`config.mk`:
```
export PLATFORM = sky130hd
export DESIGN_NAME = spike_rate_encoder
export DESIGN_NICKNAME = d
export VERILOG_FILES = /design/src/rtl/spike_rate_encoder.sv
export SDC_FILE = /design/constraint.sdc
export NUM_CORES = 1
export LEC_CHECK = 0
export ABC_AREA = 1
export CAP_MARGIN = 20
export CORE_ASPECT_RATIO = 1.25
export CORE_MARGIN = 2
export CORE_UTILIZATION = 40
export DETAILED_ROUTE_END_ITERATION = 8
export GPL_TIMING_DRIVEN = 0
export MAX_ROUTING_LAYER = met4
export PLACE_DENSITY = 0.67
export SLEW_MARGIN = 5
export SYNTH_ARGS = -nofsm -noshare
export SYNTH_HDL_FRONTEND = slang
export SYNTH_SLANG_ARGS = --single-unit
```
`constraint.sdc`:
```
create_clock -name clk -period 6.4 [get_ports clk]
set_input_delay 1.28 -clock clk [delete_from_list [all_inputs] [get_ports clk]]
set_output_delay 1.28 -clock clk [all_outputs]
set_load 0.02 [all_outputs]
```
`src/rtl/spike_rate_encoder.sv`:
```
// rtl/spike_rate_encoder.sv - eight-channel deterministic rate encoder driven by per-channel accumulators
module spike_rate_encoder #(
    parameter int N_CH   = 8,
    parameter int WINDOW = 256
) (
    input  logic            clk,
    input  logic            rst,
    input  logic            ena,
    input  logic            load_valid,
    output logic            load_ready,
    input  logic [7:0]      load_data,
    input  logic            start,
    output logic            busy,
    output logic [N_CH-1:0] spike_out,
    output logic            step_valid,
    output logic            done
);

    typedef enum logic [1:0] {
        S_IDLE,
        S_RUN,
        S_DONE
    } state_t;

    localparam logic [15:0] LAST_STEP = 16'(WINDOW - 1);

    state_t      state;
    state_t      state_nx;
    logic [7:0]  intensity [N_CH];
    logic [7:0]  acc       [N_CH];
    logic [2:0]  wr_ptr;
    logic [15:0] step_cnt;
    logic        start_ok;
    logic        load_fire;
    logic        step_take;

    // A start with an empty write pointer wins over a same-cycle byte, which stays unconsumed.
    assign start_ok   = (state == S_IDLE) && start && (wr_ptr == 3'd0);
    assign load_ready = (state == S_IDLE) && !(start && (wr_ptr == 3'd0));
    assign load_fire  = load_valid && load_ready;
    assign step_take  = (state == S_RUN) && ena;
    assign busy       = (state != S_IDLE);
    assign done       = (state == S_DONE);

    always_ff @(posedge clk or posedge rst) begin
        if (rst) begin
            state <= S_IDLE;
        end else begin
            state <= state_nx;
        end
    end

    always_comb begin
        state_nx = state;
        case (state)
            S_IDLE: if (start_ok) state_nx = S_RUN;
            S_RUN:  if (step_take && (step_cnt == LAST_STEP)) state_nx = S_DONE;
            S_DONE: state_nx = S_IDLE;
            default: state_nx = S_IDLE;
        endcase
    end

    always_ff @(posedge clk or posedge rst) begin
        if (rst) begin
            for (int i = 0; i < N_CH; i++) begin
                intensity[i] <= 8'd0;
                acc[i]       <= 8'd0;
            end
            wr_ptr     <= 3'd0;
            step_cnt   <= 16'd0;
            spike_out  <= '0;
            step_valid <= 1'b0;
        end else begin
            spike_out  <= '0;
            step_valid <= 1'b0;
            if (load_fire) begin
                intensity[wr_ptr] <= load_data;
                wr_ptr            <= wr_ptr + 3'd1;
            end
            if (start_ok) begin
                for (int i = 0; i < N_CH; i++) begin
                    acc[i] <= 8'd0;
                end
                step_cnt <= 16'd0;
            end
            // The carry out of each 8-bit accumulator is that channel's spike.
            if (step_take) begin
                for (int i = 0; i < N_CH; i++) begin
                    {spike_out[i], acc[i]} <= {1'b0, acc[i]} + {1'b0, intensity[i]};
                end
                step_valid <= 1'b1;
                step_cnt   <= step_cnt + 16'd1;
            end
        end
    end

endmodule

```
==> summary.md <==
| Metric | Value |
|---|---|
| Status | finished, final reports clean |
| R2R setup slack | 4.23 ns |
| Fin crit period | slightly above 4 ns |
| Sequential area share after synthesis | between 40% and 50% |
| DR pass1 iterations | 4 |
| DRC violations left | 0 |
| Met3 Use GR | under 10% |
| Worst hold path endpoint | acc[61]$_DFFE_PP0P_ |
| Nets | about 1,300 |
| Number of global-route vias before repair | around 7,500 |
| Capture point of the worst reg-to-reg path | intensity[42]$_DFFE_PP0P_ |
| Lkg Pwr | approximately 5.5 nW |
| Clock-pin slew on the worst setup and hold paths | approximately 0.060 ns |
| Worst Hold Depth | 2 |
| Maximum Capacitance Violations | 0 |
| Worst Skew | between 0.008 and 0.009 ns |
| Number of I/O pins | 25 |
| Slew Limit Fails | 0 |
| Clock tree buffer depth | 2 |
| Share of the core filled with cells | 46.0% |
| Die Span Y | ~170 um |
| Routed WL | about 22,000 um |
| First-pass GRT wire length | 36,900 um |
| CP Class | in2out |
| Synth cell types | 33 |
| I/O Buffers | 16 |
| Vias | 7,459 |
| Routed Antenna Nets | 0 |
| Htree depth | 4 |
| Clock sinks | around 160 |
| Global route total overflow | 0 |
| Final Power | ~5.4 mW |
| DR WL/cell | approximately 14 um |
| Crit end category | output pin |
| Period utilisation layout | a little over three fifths |
| Setup Buffers After CTS | 0 |
| Footprint of the multi-input gates | about 4600 um2 |
| Post-synth net total | ~1,300 |
| Worst-skew pair later-pin latency | 0.43 ns |
| Crit Path Max Fanout | 7 |
| Synth Warn # | 0 |
| Starting density of the core | just over 40% |
| Place WS | between 2 and 2.5 ns |
| Synth Instances | ~1,200 |
| Syn Area/Cell | 7.83 um2 |
| Initial antenna violation count | 0 |
| Leading cell type in the layout, fill and taps excluded | nand2_1 |
| Hold Crit Class | reg2reg |
| CP startpoint kind | primary input |
| Mapped Area | roughly 9000 um2 |
| Sequential cell area | approximately 4000 um2 |
| Worst R2R Start | wr_ptr[0]$_DFFE_PP0P_ |
| Crit path arrival time | approximately 2.8 ns |
| Worst VDD drop | ~0.24 mV |
| Slew HR | roughly 52% |
| Top Usage Layer GRT | met2 |
| Row cnt | 61 |
| Post-CTS Resized | 0 |
| Hold_buf cts | 0 |
| Data required, critical path | between 5 and 6 ns |
| Worst setup margin | 2.36 ns |
| DR vias/cell | approximately 5.0 |
| Unrepaired setup endpoints after global routing | no |
| Top post-synthesis cells by area | dfrtp_1, nand2_1, ha_1 |
| Share of layout cells above drive strength 1 | under 10% |
| R2R depth | 8 |
| Die Area | about 24,000 um2 |
| FF+latch count, synth | 158 |
| Worst-margin pin slew | 0.718 ns |
| Core area | 22,400 um2 |
| Achievable Freq | between 0.2 and 0.25 GHz |
| Met1 usage | about a quarter |
| Biggest area consumer among synthesized cells | dfrtp_1 |
| Final hold viol count | 0 |
| Power per Cell Area | 529 nW/um2 |
| HP Start | acc[61]$_DFFE_PP0P_ |
| Setup TNS | 0 ns |
| ANT cells | 0 |
| Overall Global Routing Usage | 19.5% |
| Die X | around 140 um |
| Commonest non-fill, non-tap cells in the layout | nand2_1, dfrtp_1, inv_1 |
| Detailed Place HPWL | between 10,000 and 15,000 um |
| Final number of setup-violating endpoints | 0 |
| CTS Buf Count | 17 |
| GP Congestion | 0.822 |
| Met2 layer usage reported by global route | about a third |
| Synth top area share | between 40% and 50% |
| Root Buffer | clkbuf_16 |
| Iter 0 DRT Violations | approximately 370 |
| Number of fill cells | approximately 2,200 |
| Largest net degree at the start of global routing | about 110 |
| CTS tree | built |
| Area delta synth->final | 12.4% |
[per-layer routing]
| metal | wire length [um] | share of wire, % |
|---|---|---|
| met5 | 0 | 0 |
| met4 | 461 | 2.1 |
| met3 | 634 | 2.9 |
| met2 | 10800 | 50 |
| met1 | 9780 | 45 |
[through the flow]
step | instances | hold slack (ns) | cell area [um2]
floorplan | 1169 | 0.448 | 9150
global route | 1498 | 0.503 | 10300
global placement | 1468 | 0.463 | 9670
finish | 1498 | 0.479 | 10300
CTS | 1498 | 0.487 | 10300
detailed placement | 1469 | 0.470 | 9700
[cell families (layout without fill, tap and decap cells)]
kind of cell | after synthesis | count (layout) | synth area share, %
flops | 158 | 158 | 43.2
xor+xnor | 8 | 8 | 0.766
compound gates | 105 | 105 | 6.48
simple gates | 669 | 669 | 31.9
fa+ha+maj | 75 | 75 | 10.9
buf+inv | 154 | 200 | 6.71
[how the worst max path moves through the flow]
stage | start | to | slack (ns)
final | start | load_ready | 2.36
after global routing | start | load_ready | 2.33
after global placement | rst | spike_out[7]$_DFF_PP0_ | -1.61
after floorplan | rst | acc[0]$_DFFE_PP0P_ | 0.86
after CTS | start | load_ready | 2.35
after detailed placement | start | load_ready | 2.36
[power breakdown]
| group | total, mW | leakage, nW | internal [mW] | switching (mW) |
|---|---|---|---|---|
| Combinational | 2.66 | 3.23 | 1.08 | 1.58 |
| Sequential | 1.74 | 2.00 | 1.45 | 0.288 |
| Clock | 1.04 | 0.294 | 0.635 | 0.410 |
[state kept, by name (all words and copies together), names as in the netlist]
register	cells
acc	64
intensity	64
step_cnt	16
spike_out	8
wr_ptr	3
state	2
step_valid	1
[cells in the mapped netlist (all sizes together)]
cell / number
nand4: 4
dfrtp: 158
o21ai: 41
xor2: 7
inv: 127
or2: 16
fa: 8
nand2: 458
o21bai: 8
buf: 17
nand3: 93
clkbuf: 9
nand3b: 23
nor2: 72
a21oi: 38
a22o: 10
and2: 1
clkinv: 1
nor3: 2
o22ai: 8
ha: 67
xnor2: 1
[layout make-up]
type | count | share of cell area (%)
flip-flops and latches | 158 | 38.4
plain buffers | 26 | 1.30
clock buffers | 21 | 4.57
inverters | 128 | 4.74
multi-input cells | 857 | 44.6
repair buffers | 17 | 1.82
well taps | 283 | 3.44
clock inverters | 8 | 1.12
[worst max-delay path, stage by stage]
cell and delay [ns]:
clkdlybuf4s50_1 0.54, nand3_4 0.11, nor2_8 0.21, nor2_8 0.06
clkdlybuf4s50_1 0.54
No activity file was read; power rests on OpenSTA's default activity.
